==> src/rtl/bank_wb_issuer_if.sv <==
// Writeback-pair bus for bank_wb_issuer: pair input handshake, banked regfile write ports, occupancy.
// master drives the pair input side; slave is the issuer itself.
interface bank_wb_issuer_if #(
    parameter int WIDTH = 32,
    parameter int DEPTH = 4
);
    localparam int CW = $clog2(DEPTH) + 1;

    logic             in_valid_i;
    logic             in_ready_o;
    logic             we0_i;
    logic [4:0]       wa0_i;
    logic [WIDTH-1:0] wd0_i;
    logic             we1_i;
    logic [4:0]       wa1_i;
    logic [WIDTH-1:0] wd1_i;
    logic             we0_o;
    logic [4:0]       wa0_o;
    logic [WIDTH-1:0] wd0_o;
    logic             we1_o;
    logic [4:0]       wa1_o;
    logic [WIDTH-1:0] wd1_o;
    logic [CW-1:0]    count_o;
    logic             empty_o;

    modport master (
        output in_valid_i, we0_i, wa0_i, wd0_i, we1_i, wa1_i, wd1_i,
        input  in_ready_o, we0_o, wa0_o, wd0_o, we1_o, wa1_o, wd1_o, count_o, empty_o
    );

    modport slave (
        input  in_valid_i, we0_i, wa0_i, wd0_i, we1_i, wa1_i, wd1_i,
        output in_ready_o, we0_o, wa0_o, wd0_o, we1_o, wa1_o, wd1_o, count_o, empty_o
    );
endinterface

==> src/rtl/bank_wb_issuer.sv <==
// Queues writeback pairs and issues them onto two banked regfile ports (even/odd address).
// Optional same-cycle bypass on an empty queue is enabled by defining BANK_WB_BYPASS_EN.
module bank_wb_issuer #(
    parameter int WIDTH = 32,
    parameter int DEPTH = 4
) (
    input logic               clk,
    input logic               rst,
    bank_wb_issuer_if.slave   bus
);
    localparam int PW = $clog2(DEPTH);
    localparam int CW = PW + 1;
    localparam logic [CW-1:0] DEPTH_C = CW'(DEPTH);

    logic [PW-1:0]    rd_ptr_q, wr_ptr_q;
    logic [CW-1:0]    count_q;
    logic [DEPTH-1:0] live0_q, live1_q;
    logic [4:0]       wa0_q [DEPTH];
    logic [WIDTH-1:0] wd0_q [DEPTH];
    logic [4:0]       wa1_q [DEPTH];
    logic [WIDTH-1:0] wd1_q [DEPTH];

    logic             in_live0, in_live1, accept;
    logic             head_valid, h_live0, h_live1, head_conflict, pop;
    logic             push, push_live0, push_live1;
    logic             iss0, iss1;
    logic [4:0]       iss0_wa, iss1_wa;
    logic [WIDTH-1:0] iss0_wd, iss1_wd;

    assign in_live0      = bus.we0_i & (|bus.wa0_i);
    assign in_live1      = bus.we1_i & (|bus.wa1_i);
    assign accept        = bus.in_valid_i & bus.in_ready_o;

    assign head_valid    = (count_q != '0);
    assign h_live0       = head_valid & live0_q[rd_ptr_q];
    assign h_live1       = head_valid & live1_q[rd_ptr_q];
    assign head_conflict = h_live0 & h_live1 & (wa0_q[rd_ptr_q][0] == wa1_q[rd_ptr_q][0]);
    assign pop           = head_valid & ~head_conflict;

    // Pick which slots issue this cycle; a same-bank head pair issues slot0 first.
    always_comb begin
        iss0       = h_live0;
        iss0_wa    = wa0_q[rd_ptr_q];
        iss0_wd    = wd0_q[rd_ptr_q];
        iss1       = h_live1 & ~head_conflict;
        iss1_wa    = wa1_q[rd_ptr_q];
        iss1_wd    = wd1_q[rd_ptr_q];
        push       = accept & (in_live0 | in_live1);
        push_live0 = in_live0;
        push_live1 = in_live1;
`ifdef BANK_WB_BYPASS_EN
        if (accept && !head_valid && (in_live0 || in_live1)) begin
            iss0    = in_live0;
            iss0_wa = bus.wa0_i;
            iss0_wd = bus.wd0_i;
            iss1_wa = bus.wa1_i;
            iss1_wd = bus.wd1_i;
            if (in_live0 && in_live1 && (bus.wa0_i[0] == bus.wa1_i[0])) begin
                iss1       = 1'b0;
                push       = 1'b1;
                push_live0 = 1'b0;
            end else begin
                iss1       = in_live1;
                push       = 1'b0;
            end
        end
`endif
    end

    // Route each issuing slot to the port of its bank; idle ports drive zeros.
    always_comb begin
        bus.we0_o = 1'b0;
        bus.wa0_o = '0;
        bus.wd0_o = '0;
        bus.we1_o = 1'b0;
        bus.wa1_o = '0;
        bus.wd1_o = '0;
        if (iss0) begin
            if (iss0_wa[0]) begin
                bus.we1_o = 1'b1;
                bus.wa1_o = iss0_wa;
                bus.wd1_o = iss0_wd;
            end else begin
                bus.we0_o = 1'b1;
                bus.wa0_o = iss0_wa;
                bus.wd0_o = iss0_wd;
            end
        end
        if (iss1) begin
            if (iss1_wa[0]) begin
                bus.we1_o = 1'b1;
                bus.wa1_o = iss1_wa;
                bus.wd1_o = iss1_wd;
            end else begin
                bus.we0_o = 1'b1;
                bus.wa0_o = iss1_wa;
                bus.wd0_o = iss1_wd;
            end
        end
    end

    // A conflicting head keeps its entry and only drops slot0, so slot1 issues next cycle.
    always_ff @(posedge clk or posedge rst) begin
        if (rst) begin
            rd_ptr_q <= '0;
            wr_ptr_q <= '0;
            count_q  <= '0;
            live0_q  <= '0;
            live1_q  <= '0;
        end else begin
            if (push) begin
                live0_q[wr_ptr_q] <= push_live0;
                live1_q[wr_ptr_q] <= push_live1;
                wr_ptr_q          <= wr_ptr_q + PW'(1);
            end
            if (pop) begin
                rd_ptr_q <= rd_ptr_q + PW'(1);
            end else if (head_conflict) begin
                live0_q[rd_ptr_q] <= 1'b0;
            end
            count_q <= count_q + CW'(push) - CW'(pop);
        end
    end

    always_ff @(posedge clk) begin
        if (push) begin
            wa0_q[wr_ptr_q] <= bus.wa0_i;
            wd0_q[wr_ptr_q] <= bus.wd0_i;
            wa1_q[wr_ptr_q] <= bus.wa1_i;
            wd1_q[wr_ptr_q] <= bus.wd1_i;
        end
    end

    assign bus.in_ready_o = (count_q < DEPTH_C);
    assign bus.count_o    = count_q;
    assign bus.empty_o    = (count_q == '0);
endmodule

==> src/flat_wrapper.sv <==
// flat-port wrapper written by rule: the top's interface ports become plain ports
module bank_wb_issuer_flat 
#(
    parameter int WIDTH = 32,
    parameter int DEPTH = 4
)
  (clk, rst, bus_in_valid_i, bus_we0_i, bus_wa0_i, bus_wd0_i, bus_we1_i, bus_wa1_i, bus_wd1_i, bus_in_ready_o, bus_we0_o, bus_wa0_o, bus_wd0_o, bus_we1_o, bus_wa1_o, bus_wd1_o, bus_count_o, bus_empty_o);
  bank_wb_issuer_if #(.WIDTH(WIDTH), .DEPTH(DEPTH)) bus_i ();
  input logic clk;
  input logic rst;
  input wire logic [$bits(bus_i.in_valid_i)-1:0] bus_in_valid_i;
  input wire logic [$bits(bus_i.we0_i)-1:0] bus_we0_i;
  input wire logic [$bits(bus_i.wa0_i)-1:0] bus_wa0_i;
  input wire logic [$bits(bus_i.wd0_i)-1:0] bus_wd0_i;
  input wire logic [$bits(bus_i.we1_i)-1:0] bus_we1_i;
  input wire logic [$bits(bus_i.wa1_i)-1:0] bus_wa1_i;
  input wire logic [$bits(bus_i.wd1_i)-1:0] bus_wd1_i;
  output wire logic [$bits(bus_i.in_ready_o)-1:0] bus_in_ready_o;
  output wire logic [$bits(bus_i.we0_o)-1:0] bus_we0_o;
  output wire logic [$bits(bus_i.wa0_o)-1:0] bus_wa0_o;
  output wire logic [$bits(bus_i.wd0_o)-1:0] bus_wd0_o;
  output wire logic [$bits(bus_i.we1_o)-1:0] bus_we1_o;
  output wire logic [$bits(bus_i.wa1_o)-1:0] bus_wa1_o;
  output wire logic [$bits(bus_i.wd1_o)-1:0] bus_wd1_o;
  output wire logic [$bits(bus_i.count_o)-1:0] bus_count_o;
  output wire logic [$bits(bus_i.empty_o)-1:0] bus_empty_o;
  assign bus_i.in_valid_i = bus_in_valid_i;
  assign bus_i.we0_i = bus_we0_i;
  assign bus_i.wa0_i = bus_wa0_i;
  assign bus_i.wd0_i = bus_wd0_i;
  assign bus_i.we1_i = bus_we1_i;
  assign bus_i.wa1_i = bus_wa1_i;
  assign bus_i.wd1_i = bus_wd1_i;
  assign bus_in_ready_o = bus_i.in_ready_o;
  assign bus_we0_o = bus_i.we0_o;
  assign bus_wa0_o = bus_i.wa0_o;
  assign bus_wd0_o = bus_i.wd0_o;
  assign bus_we1_o = bus_i.we1_o;
  assign bus_wa1_o = bus_i.wa1_o;
  assign bus_wd1_o = bus_i.wd1_o;
  assign bus_count_o = bus_i.count_o;
  assign bus_empty_o = bus_i.empty_o;
  bank_wb_issuer #(.WIDTH(WIDTH), .DEPTH(DEPTH)) u_core (.clk(clk), .rst(rst), .bus(bus_i));
endmodule
==> config.mk <==
export PLATFORM = sky130hd
export DESIGN_NAME = bank_wb_issuer_flat
export DESIGN_NICKNAME = d
export VERILOG_FILES = /design/src/rtl/bank_wb_issuer_if.sv /design/src/rtl/bank_wb_issuer.sv /design/src/flat_wrapper.sv
export SDC_FILE = /design/constraint.sdc
export NUM_CORES = 1
export LEC_CHECK = 0
export ABC_CLOCK_PERIOD_IN_PS = 3680
export BUFFER_PORTS_ARGS = -buffer_cell sky130_fd_sc_hd__buf_2
export CAP_MARGIN = 10
export CELL_PAD_IN_SITES_DETAIL_PLACEMENT = 0
export CELL_PAD_IN_SITES_GLOBAL_PLACEMENT = 1
export CORE_MARGIN = 2
export CORE_UTILIZATION = 50
export DETAILED_ROUTE_END_ITERATION = 10
export PLACE_DENSITY_LB_ADDON = 0.1
export SLEW_MARGIN = 20
export SYNTH_ARGS = -nofsm -noshare
export SYNTH_HDL_FRONTEND = slang
export SYNTH_SLANG_ARGS = --single-unit
==> constraint.sdc <==
create_clock -name clk -period 3.68 [get_ports clk]
set_input_delay 0.552 -clock clk [delete_from_list [all_inputs] [get_ports clk]]
set_output_delay 0.552 -clock clk [all_outputs]
set_load 0.005 [all_outputs]
* Word-level counts from Yosys, hierarchy flattened
Memories as Yosys holds them, arrays and structs flattened.
Cells that the tools add are included.
** Storage, ports and cells
- Bits in registers :: 15
- RAM bits :: 296
- Input port bits :: 79
- Output and inout port bits :: 81
- Logic and storage cells :: 78
- Memories :: 4
** Cells by class
- Add/sub/neg operators :: 4
- $lt $le $gt $ge :: 5
- Equality and inequality tests :: 1
- Mux-type cells :: 39
- Bitwise logic cells :: 14
- Reductions and logical operators :: 6
** Memory list
- u_core.wd0_q :: words 4, width 32, read ports 1, clocked after Yosys merged registers in 0, write ports 1, RTL line bank_wb_issuer.sv:19 : logic [WIDTH-1:0] wd0_q [DEPTH];
- u_core.wd1_q :: words 4, width 32, read ports 1, clocked after Yosys merged registers in 0, write ports 1, RTL line bank_wb_issuer.sv:21 : logic [WIDTH-1:0] wd1_q [DEPTH];
- u_core.wa0_q :: words 4, width 5, read ports 1, clocked after Yosys merged registers in 0, write ports 1, RTL line bank_wb_issuer.sv:18 : logic [4:0] wa0_q [DEPTH];
- u_core.wa1_q :: words 4, width 5, read ports 1, clocked after Yosys merged registers in 0, write ports 1, RTL line bank_wb_issuer.sv:20 : logic [4:0] wa1_q [DEPTH];
** Operators by type and width (number)
- 2-to-1 mux 32 bit :: 8
- 2-to-1 mux 5 bit :: 8
- 2-to-1 mux 1 bit :: 14
- 2-to-1 mux 4 bit :: 3
- AND 1 bit :: 10
- OR reduction 5 bit :: 2
- bitwise mux 4 bit :: 2
- less-than comparator 2 x 3 -> 1 bit, second input constant :: 2
- adder 2 x 1 -> 2 bit, second input constant :: 2
- AND 4 bit :: 1
- binary-select mux 1 bit (select 2 bit) :: 2
- demux 1 bit (select 2 bit) :: 2
- greater-or-equal comparator 2 x 1 -> 1 bit, second input constant :: 2
- NOT 4 bit :: 1
- adder 3 x 1 -> 3 bit :: 1
- logical NOT 3 bit :: 1
- less-than comparator 3 bit, second input constant :: 1
- nonzero test 3 bit :: 1
- subtractor 3 x 1 -> 3 bit :: 1
- logical AND 1 bit :: 2
- == test 1 bit :: 1
- NOT 1 bit :: 1
- OR 1 bit :: 1

* Depth between registers and ports, before layout
Gate-level depths: netlist of run 1.
- Word-level depth :: 9
- Mapped depth :: 11
- Mapped depth without buffers :: 10

* Least setup slack after synthesis of run 1
Ideal clock, no wire load.
- Path kind :: in2reg
- Start point :: in bus_wa0_i[2]
- End point :: reg u_core.live1_q[0]
- Library setup time :: 132 ps
- Arrival time :: 3307 ps
- Required time :: 3548 ps
- Setup slack :: 242 ps
- Cell stages on the path :: 6
- Buffers on the path :: 1
- Cell sequence :: or4_1 > o21ai_1 > a21oi_1 > buf_2 > and2_1 > mux2_1
** On the way
- Cells in the longest elaborated chain, start to end :: 4
** Ends and longest elaborated chain
- start, declared :: RTL line flat_wrapper.sv:13 : input wire logic [$bits(bus_i.wa0_i)-1:0] bus_wa0_i;
- OR reduction 5 bit :: RTL line bank_wb_issuer.sv:30 : assign in_live0 = bus.we0_i & (|bus.wa0_i);
- AND 1 bit :: RTL line bank_wb_issuer.sv:30
- OR 1 bit :: RTL line bank_wb_issuer.sv:48 : push = accept & (in_live0 | in_live1);
- AND 1 bit :: RTL line bank_wb_issuer.sv:48
- end signal, assigned by index :: RTL line bank_wb_issuer.sv:113 : live1_q[wr_ptr_q] <= push_live1;
- end, declared :: RTL line bank_wb_issuer.sv:17 : logic [DEPTH-1:0] live0_q, live1_q;
No other way between the ends.
A chain may end at the register's enable or synchronous reset.

* Final worst setup path of run 1
- Start point :: reg u_core.rd_ptr_q[0]
- End point :: out bus_wd1_o[18]
** On the way
- Cells in the longest elaborated chain, start to end :: 8
- Elaborated cells between the ends (all ways) :: 19
- Those cells by class :: 1 x eq/ne; 8 x mux; 6 x bitwise; 4 x memory
** Ends and longest elaborated chain
- start, declared :: RTL line bank_wb_issuer.sv:15 : logic [PW-1:0] rd_ptr_q, wr_ptr_q;
- start signal, assigned :: RTL line bank_wb_issuer.sv:117 : rd_ptr_q <= rd_ptr_q + PW'(1);
- binary-select mux 1 bit (select 2 bit) (on tied branches) :: RTL line bank_wb_issuer.sv:35, bank_wb_issuer.sv:36
- 2-to-1 mux 1 bit (on tied branches) :: RTL line bank_wb_issuer.sv:35, bank_wb_issuer.sv:36
- AND 1 bit (on tied branches) :: RTL line bank_wb_issuer.sv:35, bank_wb_issuer.sv:36
- AND 1 bit (2 in series) :: RTL line bank_wb_issuer.sv:37 : assign head_conflict = h_live0 & h_live1 & (wa0_q[rd_ptr_q][0] == wa1_q[rd_ptr_q][0]);
- NOT 1 bit :: RTL line bank_wb_issuer.sv:45 : iss1 = h_live1 & ~head_conflict;
- AND 1 bit :: RTL line bank_wb_issuer.sv:45
- 2-to-1 mux 32 bit * :: RTL line bank_wb_issuer.sv:89 : if (iss1) begin
- end, declared :: RTL line flat_wrapper.sv:24 : output wire logic [$bits(bus_i.wd1_o)-1:0] bus_wd1_o;
Every way passes the cells marked *; elsewhere a longest branch is shown, timed or not. The select of a mux whose other input is x is not followed.

==> metrics.cfg, run 1 <==
[timing]
finClkSkew_ns = 0.0129
setup_viol = 0
finalCritPeriodShare_pct = 94.3
fmax_ghz = 0.288
tns_ns = 0
finalCriticalPeriod_ns = 3.47
rsz0062_at_grt = no
hold_violations = 0
timing.slew.headroom_pct = 55.6
tightest_slew_ns = 0.665
finalMaxSlewViolations = 0

[place]
dpl.cell_count = 1035
dp_hpwl_mm = 15.4
place.gp.congestion = 0.729
numPortBuffers = 158

[yosys]
yosysTopAreaCellShare_pct = 72.1
synth_cell_types = 33
postSynthCellCount = 566
ys.warnings.count = 0
post-synth-top-area-cell = edfxtp_1
synthesis.area_um2 = 12300
synth-seq-area-share_pct = 75.1
syn-num-nets = 655
syn_avg_cell_area_um2 = 21.8
synth-seq-cells = 311
synth_area_leaders = edfxtp_1 (72%), mux4_2 (14%), a22o_1 (5.1%), dfrtp_1 (3.0%), ha_1 (0.91%)

[finish]
fillCellCount = 1789
area_delta_synth_final_pct = 19.5
drive_above_1_share_pct = 41.8
final_nets = 836
final_common_cell = edfxtp_1
stdcell_count = 1100
final_cell_mix = edfxtp_1 (296), buf_2 (158), mux4_2 (76)

[clock_network]
cts_sinks = 311
cts_inserted_buffers = 34
holdBufCountCts = 0
post_cts_buffers = 0
cts_root_buffer = clkbuf_16
clk_latency_ns = 0.50
htree_levels = 2
path_clk_slew_ns = 0.06
tritoncts = done
clock_path_buffers = 3
postCtsResizedCells = 0

[critical_path]
worstPathRequired_ns = 3.13
path_class = reg -> out
critPathLaunchType = register
r2r-end = u_core.bus.count_o[2]
crit_path_end_kind = output pin
r2r_slack_ns = 0.69
reg2reg_depth = 10
cp_max_fo = 22
critical_path_arrival_ns = 2.92
r2r-start = u_core.rd_ptr_q[1]

[job]
max_cap_violations = 0

[floorplan]
chipHeight_um = 161
start_util_pct = 50.9
core_area_um2 = 24200
dieArea_um2 = 25900
rows = 57
die_w_um = 161
io_pins = 160

[min_path]
hold_path.class = in -> async

[global_routing]
grt_pass1_vias = 6596
grt.total_usage_pct = 19.8
grt-ovfl-total = 0
grt_pass1_wl_mm = 38.6
grt_start_max_net_pins = 61
antenna_found_initial = 6

[routing]
routed_via_density = 5.69
ant_nets = 0
post_drt_wl_per_cell_um = 23.1
drt_first_pass_iters = 4
drtIter0Drc = 387
drt_wl_total_mm = 25.4
drcViolationCount = 0
via_count = 6262

[pwr]
p_leak_nw = 5.26
power.density_nw_per_um2 = 823
ir_worst_vdd_mv = 0.566
power_mw = 12.1

[outcome]
outcome = completed

## stage by stage
stage / util [%] / setup slack, ns / area, um^2 / hold slack, ns
finish: 60.7 / 0.211 / 14700 / 0.133
global placement: 56.2 / 0.702 / 13600 / 0.482
floorplan: - / 0.242 / 12300 / 0.453
CTS: 60.7 / 0.151 / 14700 / 0.146
detailed placement: 56.2 / 0.679 / 13600 / 0.483
global route: 60.7 / 0.0656 / 14700 / 0.167
## cells in the mapped netlist
cell type / instances
xnor2_1: 6
and2_1: 4
edfxtp_1: 296
mux2_1: 1
a211oi_4: 1
nand2b_1: 1
nand3_1: 1
a21oi_2: 1
buf_2: 12
buf_4: 2
a21bo_2: 4
o21ai_2: 1
o21ai_1: 1
or3_1: 1
ha_1: 9
nand2_1: 9
conb_1: 1
mux2_2: 4
a22o_1: 72
o21a_1: 1
or2_2: 2
a22oi_1: 4
clkbuf_1: 15
buf_6: 4
a21oi_1: 1
inv_1: 12
nor2_2: 2
or4_1: 2
mux4_2: 76
dfrtp_1: 15
o21ai_0: 2
fa_1: 1
nor2_1: 2
## final cells by class
cell class	count	area (um^2)	share of cell area, %
sequential	311	9270	62.9
clock inverter	20	175	1.19
multi-input combinational	210	2870	19.5
inverter	12	45.0	0.306
tap	324	405	2.75
antenna	4	10.0	0.0680
clock buffer	41	908	6.17
timing repair buffer	178	1040	7.07
## registers in the layout, indices dropped and copies added (netlist names)
signal,count
u_core.bus.count_o,3
u_core.wr_ptr_q,2
u_core.rd_ptr_q,2
u_core.live0_q,4
u_core.wa0_q,20
u_core.wd0_q,128
u_core.wa1_q,20
u_core.live1_q,4
u_core.wd1_q,128
## per-layer routing
metal  wire length [um]  part of all wire, %  track usage, %
met3               1400                  5.5            4.29
met2              12900                   51            33.6
met5                  7                0.028               0
met4                394                  1.5            4.26
met1              10700                   42            26.7
## worst max path at each step
stage,start,endpoint,depth (start not counted)
final,u_core.rd_ptr_q[0],bus_wd1_o[18],7
after global routing,u_core.rd_ptr_q[0],bus_wd1_o[18],7
after CTS,u_core.rd_ptr_q[0],bus_wd1_o[18],7
after detailed placement,u_core.rd_ptr_q[1],u_core.bus.count_o[2],10
after global placement,u_core.rd_ptr_q[1],u_core.bus.count_o[2],10
after floorplan,bus_wa0_i[2],u_core.live1_q[0],6
## power by group
group,switching [mW],internal [mW],total (mW),leakage [nW]
sequential,0.197,4.34,4.54,2.86
combinational,2.22,2.10,4.33,1.86
clock,1.29,1.97,3.26,0.537
total,3.71,8.42,12.1,5.26
## kinds of logic after synthesis
kind of cell | after synthesis | synth area share (%)
adders and majority gates | 10 | 1.08
other | 1 | 0.0304
AOI/OAI and AO/OA | 88 | 6.21
DFF | 311 | 75.1
buffers and inverters | 45 | 1.80
and+or+nand+nor | 24 | 1.00
xor gates and xnor gates | 6 | 0.426
muxes | 81 | 14.3
## worst max-delay path, cell delays in order, from the launching register on
cell	delay, ns
dfrtp_4	0.52
buf_4	0.26
mux4_2	0.41
nand3_1	0.12
a21oi_4	0.55
buf_12	0.26
a22o_1	0.16
buf_2	0.11
(Power assumes the default switching activity.)
==> run 2: changes to the inputs <==
- CAP_MARGIN: 10 -> 20
- CORE_UTILIZATION: 50 -> 49
==> metrics.cfg, run 2 (synthesized netlist as in run 1, its figures left out) <==
[clock_network]
postCtsResizedCells = 0  ; unchanged
cts_sinks = 311  ; unchanged
cts_root_buffer = clkbuf_16
holdBufCountCts = 0  ; unchanged
htree_levels = 2  ; unchanged
cts_inserted_buffers = 34  ; unchanged
clock_path_buffers = 3  ; unchanged
tritoncts = done
clk_latency_ns = 0.50  ; about the same
post_cts_buffers = 0  ; unchanged
path_clk_slew_ns = 0.06  ; about the same

[timing]
finalCritPeriodShare_pct = 91.3  ; -3.0 points
finalCriticalPeriod_ns = 3.36  ; -0.109 ns
tightest_slew_ns = 0.982  ; +0.317 ns
timing.slew.headroom_pct = 34.5  ; -21 points
rsz0062_at_grt = no
hold_violations = 0  ; unchanged
finalMaxSlewViolations = 0  ; unchanged
setup_viol = 0  ; unchanged
finalWorstSetupSlack_ns = 0.319  ; +0.109 ns
fmax_ghz = 0.298  ; +3.2%
finClkSkew_ns = 0.0133  ; +0.000391 ns
tns_ns = 0  ; unchanged

[critical_path]
crit_path_end_kind = output pin
critical-path-max-stage-delay_ns = 0.69  ; +0.14 ns
crit_chain = mux4_2, nand2_1, nor2_4, buf_16, a22o_1, buf_2
reg2reg_depth = 10  ; unchanged
critPathBufInv = 2  ; -1
path_class = reg -> out
r2r-end = u_core.bus.count_o[2]
worstPathRequired_ns = 3.13  ; about the same
cp_max_fo = 27  ; +23%
critical_path_arrival_ns = 2.81  ; -0.11 ns
slowest_stage = dfrtp_4
r2r-start = u_core.rd_ptr_q[1]
critPathLaunchType = register
path_delay_family = simple AND/OR/NAND/NOR gates
r2r_slack_ns = 0.58  ; -0.11 ns

[global_routing]
antenna_found_initial = 2  ; -4
grt_start_max_net_pins = 38  ; -38%
grt.total_usage_pct = 19.8  ; +0.071 points
grt_pass1_vias = 6615  ; +0.29%
grt-ovfl-total = 0  ; unchanged
grt_pass1_wl_mm = 39.0  ; +1.2%

[routing]
post_drt_wl_per_cell_um = 23.3  ; +0.90%
via_count = 6317  ; +0.88%
drt_first_pass_iters = 5  ; +1
drcViolationCount = 0  ; unchanged
drt_wl_total_mm = 25.7  ; +1.2%
drtIter0Drc = 453  ; +17%
ant_nets = 0  ; unchanged
routed_via_density = 5.73  ; +0.60%

[finish]
drive_above_1_share_pct = 42.1  ; +0.26 points
fillCellCount = 1869  ; +4.5%
final_nets = 838  ; +0.24%
reg_top3 = u_core.wd0_q x128, u_core.wd1_q x128
stdcell_area_um2 = 14800  ; +0.38%
stdcell_count = 1103  ; +0.27%
area_delta_synth_final_pct = 19.9
final_cell_mix = edfxtp_1 (296), buf_2 (158), mux4_2 (76)
final_common_cell = edfxtp_1

[pwr]
ir_worst_vdd_mv = 0.471  ; -17%
power_mw = 12.3  ; +1.3%
p_leak_nw = 5.27  ; +0.17%
power.density_nw_per_um2 = 830  ; +0.87%

[place]
dp_hpwl_mm = 15.9  ; +3.3%
place.gp.congestion = 0.726  ; -0.38%
numPortBuffers = 158  ; unchanged
dpl.cell_count = 1042  ; +0.68%
dpl_worst_slack_ns = 0.554  ; -0.125 ns
dpl_cell_area_um2 = 13600  ; about the same

[job]
max_cap_violations = 0  ; unchanged

[floorplan]
die_w_um = 163  ; +0.99%
chipHeight_um = 163  ; +0.99%
start_util_pct = 49.4  ; -1.5 points
dieArea_um2 = 26500  ; +2.0%
io_pins = 160  ; unchanged
core_area_um2 = 25000  ; +3.0%
rows = 58  ; +1.8%

[min_path]
hold_path.class = in -> async

[outcome]
outcome = completed

[run 2: worst max-delay path by stage]
stage | startpoint | to | cells after the start
after floorplan | bus_wa0_i[2] | u_core.live1_q[0] | 6
after global placement | bus_wa0_i[0] | u_core.wd0_q[1][28] | 6
after detailed placement | u_core.rd_ptr_q[1] | u_core.bus.count_o[2] | 10
after CTS | u_core.rd_ptr_q[1] | bus_wd0_o[7] | 5
after global routing | u_core.rd_ptr_q[1] | bus_wa0_o[2] | 6
final | u_core.rd_ptr_q[1] | bus_wd0_o[12] | 6
[run 2: through the flow]
step           hold WS, ns  util [%]
6_report             0.130      59.2
5_1_grt              0.155      59.2
4_1_cts              0.134      59.1
3_5_place_dp         0.495      54.6
3_3_place_gp         0.464      54.6
2_1_floorplan        0.453         -
[run 2: layout make-up]
cell class                      instances  area, um^2  area share (%)
Tap cell                              330         413            2.79
Antenna cell                            1        2.50          0.0169
Multi-Input combinational cell        210        2870            19.4
Clock buffer                           41         908            6.14
Sequential cell                       311        9270            62.7
Inverter                               12        45.0           0.305
Timing Repair Buffer                  180        1050            7.11
Clock inverter                         18         221            1.50
[run 2: routing by layer]
layer | up-vias | global-route usage, % | share of wire [%]
li1 | 2771 | - | -
met1 | 3313 | 27.4 | 43
met2 | 198 | 33.4 | 50
met3 | 33 | 3.57 | 5.8
met4 | 2 | 4.71 | 1.5
met5 | - | 0 | 0.051
[run 2: report_power, final]
group / internal [mW] / switching (mW) / leakage (nW)
clock network: 2.11 / 1.30 / 0.537
registers: 4.34 / 0.198 / 2.86
logic: 2.10 / 2.23 / 1.87
total: 8.55 / 3.73 / 5.27
[run 2: worst register-to-register path: stages (launching register included)]
cell and delay (ns):
dfrtp_4 0.69, mux4_2 0.50, xnor2_1 0.17, nand2_1 0.10
o21ai_2 0.25, inv_1 0.09, ha_1 0.30, nand2b_1 0.17
fa_1 0.45, xnor2_1 0.15, xnor2_1 0.13
==> run 3: changes to the inputs <==
==> constraint.sdc (replaced) <==
create_clock -name clk -period 3.68 [get_ports clk]
set_input_delay 0.184 -clock clk [delete_from_list [all_inputs] [get_ports clk]]
set_output_delay 0.184 -clock clk [all_outputs]
set_load 0.005 [all_outputs]
==> metrics.cfg, run 3 (synthesized netlist as in run 1, its figures left out) <==
[place]
dpl.cell_count = 1045  ; +0.29%
dpl_worst_slack_ns = 0.600  ; +0.0464 ns
dpl_cell_area_um2 = 13600  ; about the same
dp_hpwl_mm = 16.3  ; +2.1%
place.gp.congestion = 0.737  ; +1.5%
numPortBuffers = 158  ; unchanged

[critical_path]
critical_path_cell_count = 7  ; +1
crit_chain = buf_4, mux4_2, nand3_1, a21oi_4, buf_4, a22o_1, buf_2
r2r-end = u_core.bus.count_o[2]
worstPathRequired_ns = 3.50  ; +0.37 ns
r2r-start = u_core.rd_ptr_q[0]
crit_start = u_core.rd_ptr_q[1]
path_class = reg -> out
cpMostUsedCell = buf_4
slowest_stage = dfrtp_4
cp_max_fo = 27  ; unchanged
r2r_slack_ns = 0.62  ; +0.04 ns
critical-path-max-stage-delay_ns = 0.69  ; about the same
path_delay_family = buffers and inverters
crit_path_end_kind = output pin
crit_end = bus_wd1_o[9]
critical_path_arrival_ns = 3.13  ; +0.32 ns
reg2reg_depth = 10  ; unchanged
critPathLaunchType = register
critPathBufInv = 3  ; +1

[routing]
routed_via_density = 5.60  ; -2.2%
drtIter0Drc = 466  ; +2.9%
via_count = 6568  ; +4.0%
drt_first_pass_iters = 5  ; unchanged
ant_nets = 0  ; unchanged
drt_wl_total_mm = 25.9  ; +0.79%
drcViolationCount = 0  ; unchanged
post_drt_wl_per_cell_um = 22.1  ; -5.2%

[clock_network]
cts_sinks = 311  ; unchanged
clk_latency_ns = 0.54  ; +0.04 ns
cts_root_buffer = clkbuf_16
path_clk_slew_ns = 0.06  ; about the same
cts_inserted_buffers = 31  ; -8.8%
tritoncts = done
htree_levels = 1  ; -1
clock_path_buffers = 3  ; unchanged

[global_routing]
antenna_found_initial = 0  ; -2
grt_pass1_vias = 6854  ; +3.6%
grt-ovfl-total = 0  ; unchanged
grt_start_max_net_pins = 40  ; +5.3%
grt.total_usage_pct = 19.9  ; +0.058 points
grt_pass1_wl_mm = 39.7  ; +1.8%

[finish]
stdcell_area_um2 = 15300  ; +3.6%
area_delta_synth_final_pct = 24.2
stdcell_count = 1173  ; +6.3%
final_util_pct = 61.4  ; +2.1 points
final_cell_mix = edfxtp_1 (296), buf_2 (158), mux4_2 (76)
drive_above_1_share_pct = 37.8  ; -4.3 points
seq_area_um2 = 9270  ; unchanged
fillCellCount = 1848  ; -1.1%
final_common_cell = edfxtp_1
multiInputGateArea_um2 = 2870  ; unchanged
final_nets = 912  ; +8.8%
reg_top3 = u_core.wd0_q x128, u_core.wd1_q x128

[floorplan]
rows = 58  ; unchanged
core_area_um2 = 25000  ; unchanged
start_util_pct = 49.4  ; unchanged
io_pins = 160  ; unchanged
die_w_um = 163  ; unchanged
dieArea_um2 = 26500  ; unchanged
chipHeight_um = 163  ; unchanged

[outcome]
outcome = completed

[pwr]
power_frac_seq_pct = 38.4  ; +1.4 points
power.internal_mw = 8.22  ; -3.9%
pwr-share-comb_pct = 36.9  ; +1.6 points
p_leak_nw = 5.50  ; +4.5%
ir_worst_vdd_mv = 0.532  ; +13%
clkPwrFrac_pct = 24.7  ; -3.0 points
switching_share_pct = 30.7  ; +0.40 points
power.density_nw_per_um2 = 775  ; -6.7%
p_sw_mw = 3.65  ; -2.1%

[min_path]
hold_path.class = in -> reg

[timing]
finalCriticalPeriod_ns = 3.31  ; -0.0462 ns
finalMaxSlewViolations = 0  ; unchanged
tightest_slew_ns = 0.660  ; -0.322 ns
finalCritPeriodShare_pct = 90.1  ; -1.3 points
finalWorstSetupSlack_ns = 0.366  ; +0.0462 ns
rsz0062_at_grt = no
timing.slew.headroom_pct = 55.9  ; +21 points
tns_ns = 0  ; unchanged
fmax_ghz = 0.302  ; +1.4%
setup_viol = 0  ; unchanged
hold_violations = 0  ; unchanged
finClkSkew_ns = 0.00643  ; -0.00689 ns

[job]
max_cap_violations = 0  ; unchanged

==> run 3: cell types whose count changed in the layout (fill, tap and decap cells not counted), sizes merged <==
cell         before  now
inv              13   12
clkbuf           41   43
bufinv            5    2
buf             180  182
dlygate4sd3       0   75
clkinvlp          4    0
clkinv            8    7
==> run 3: worst min-delay path by stage <==
stage,cells after the start,to,slack (ns),from
global placement,2,u_core.bus.count_o[2],0.30,rst
floorplan,1,u_core.bus.count_o[0],0.09,rst
CTS,5,u_core.live0_q[3],0.09,bus_in_valid_i
detailed placement,2,u_core.bus.count_o[2],0.31,rst
global route,5,u_core.live0_q[3],0.13,bus_in_valid_i
finish,5,u_core.live0_q[3],0.1,bus_in_valid_i
==> run 3: power by group through the flow <==
stage	Clock (mW)	Sequential (mW)	Combinational, mW
3_3_place_gp	0	4.63	4.31
3_5_place_dp	0	4.65	4.36
6_report	2.93	4.56	4.38
4_1_cts	2.99	4.57	4.46
2_1_floorplan	0	4.52	2.90
5_1_grt	3.12	4.61	4.76
==> run 3: worst min-delay path: cells and delay by family <==
family | cells | cell delay, ns
AOI/OAI and AO/OA | 1 | 0.05
buffers and inverters | 1 | 0.09
and+or+nand+nor | 3 | 0.26
==> run 3: metrics by stage <==
stage / hold slack [ns] / power (mW)
floorplan: 0.0855 / 7.42
global placement: 0.299 / 8.94
detailed placement: 0.308 / 9.01
CTS: 0.0859 / 12.0
global route: 0.127 / 12.5
finish: 0.0989 / 11.9
==> run 3: area by class of cell <==
type,count,share of cell area [%]
multi-input cells,210,18.8
clock buffers,43,5.55
well taps,330,2.70
clock inverters,9,0.588
repair buffers,257,11.6
flip-flops and latches,311,60.5
inverters,12,0.294
diodes,1,0.0163
==> run 3: repair_timing <==
item	in CTS	in global routing
gates resized for setup	0	0
setup buffers	0	0
hold endpoints to repair	311	0
hold buffers	75	0
==> run 3: metal layers <==
layer	part of all wire, %	GRT usage (%)	up-vias
met4	1.2	3.86	0
met1	42	26.9	3448
met3	5.0	2.85	24
li1	-	-	2917
met2	51	35.1	179
met5	0	0	-
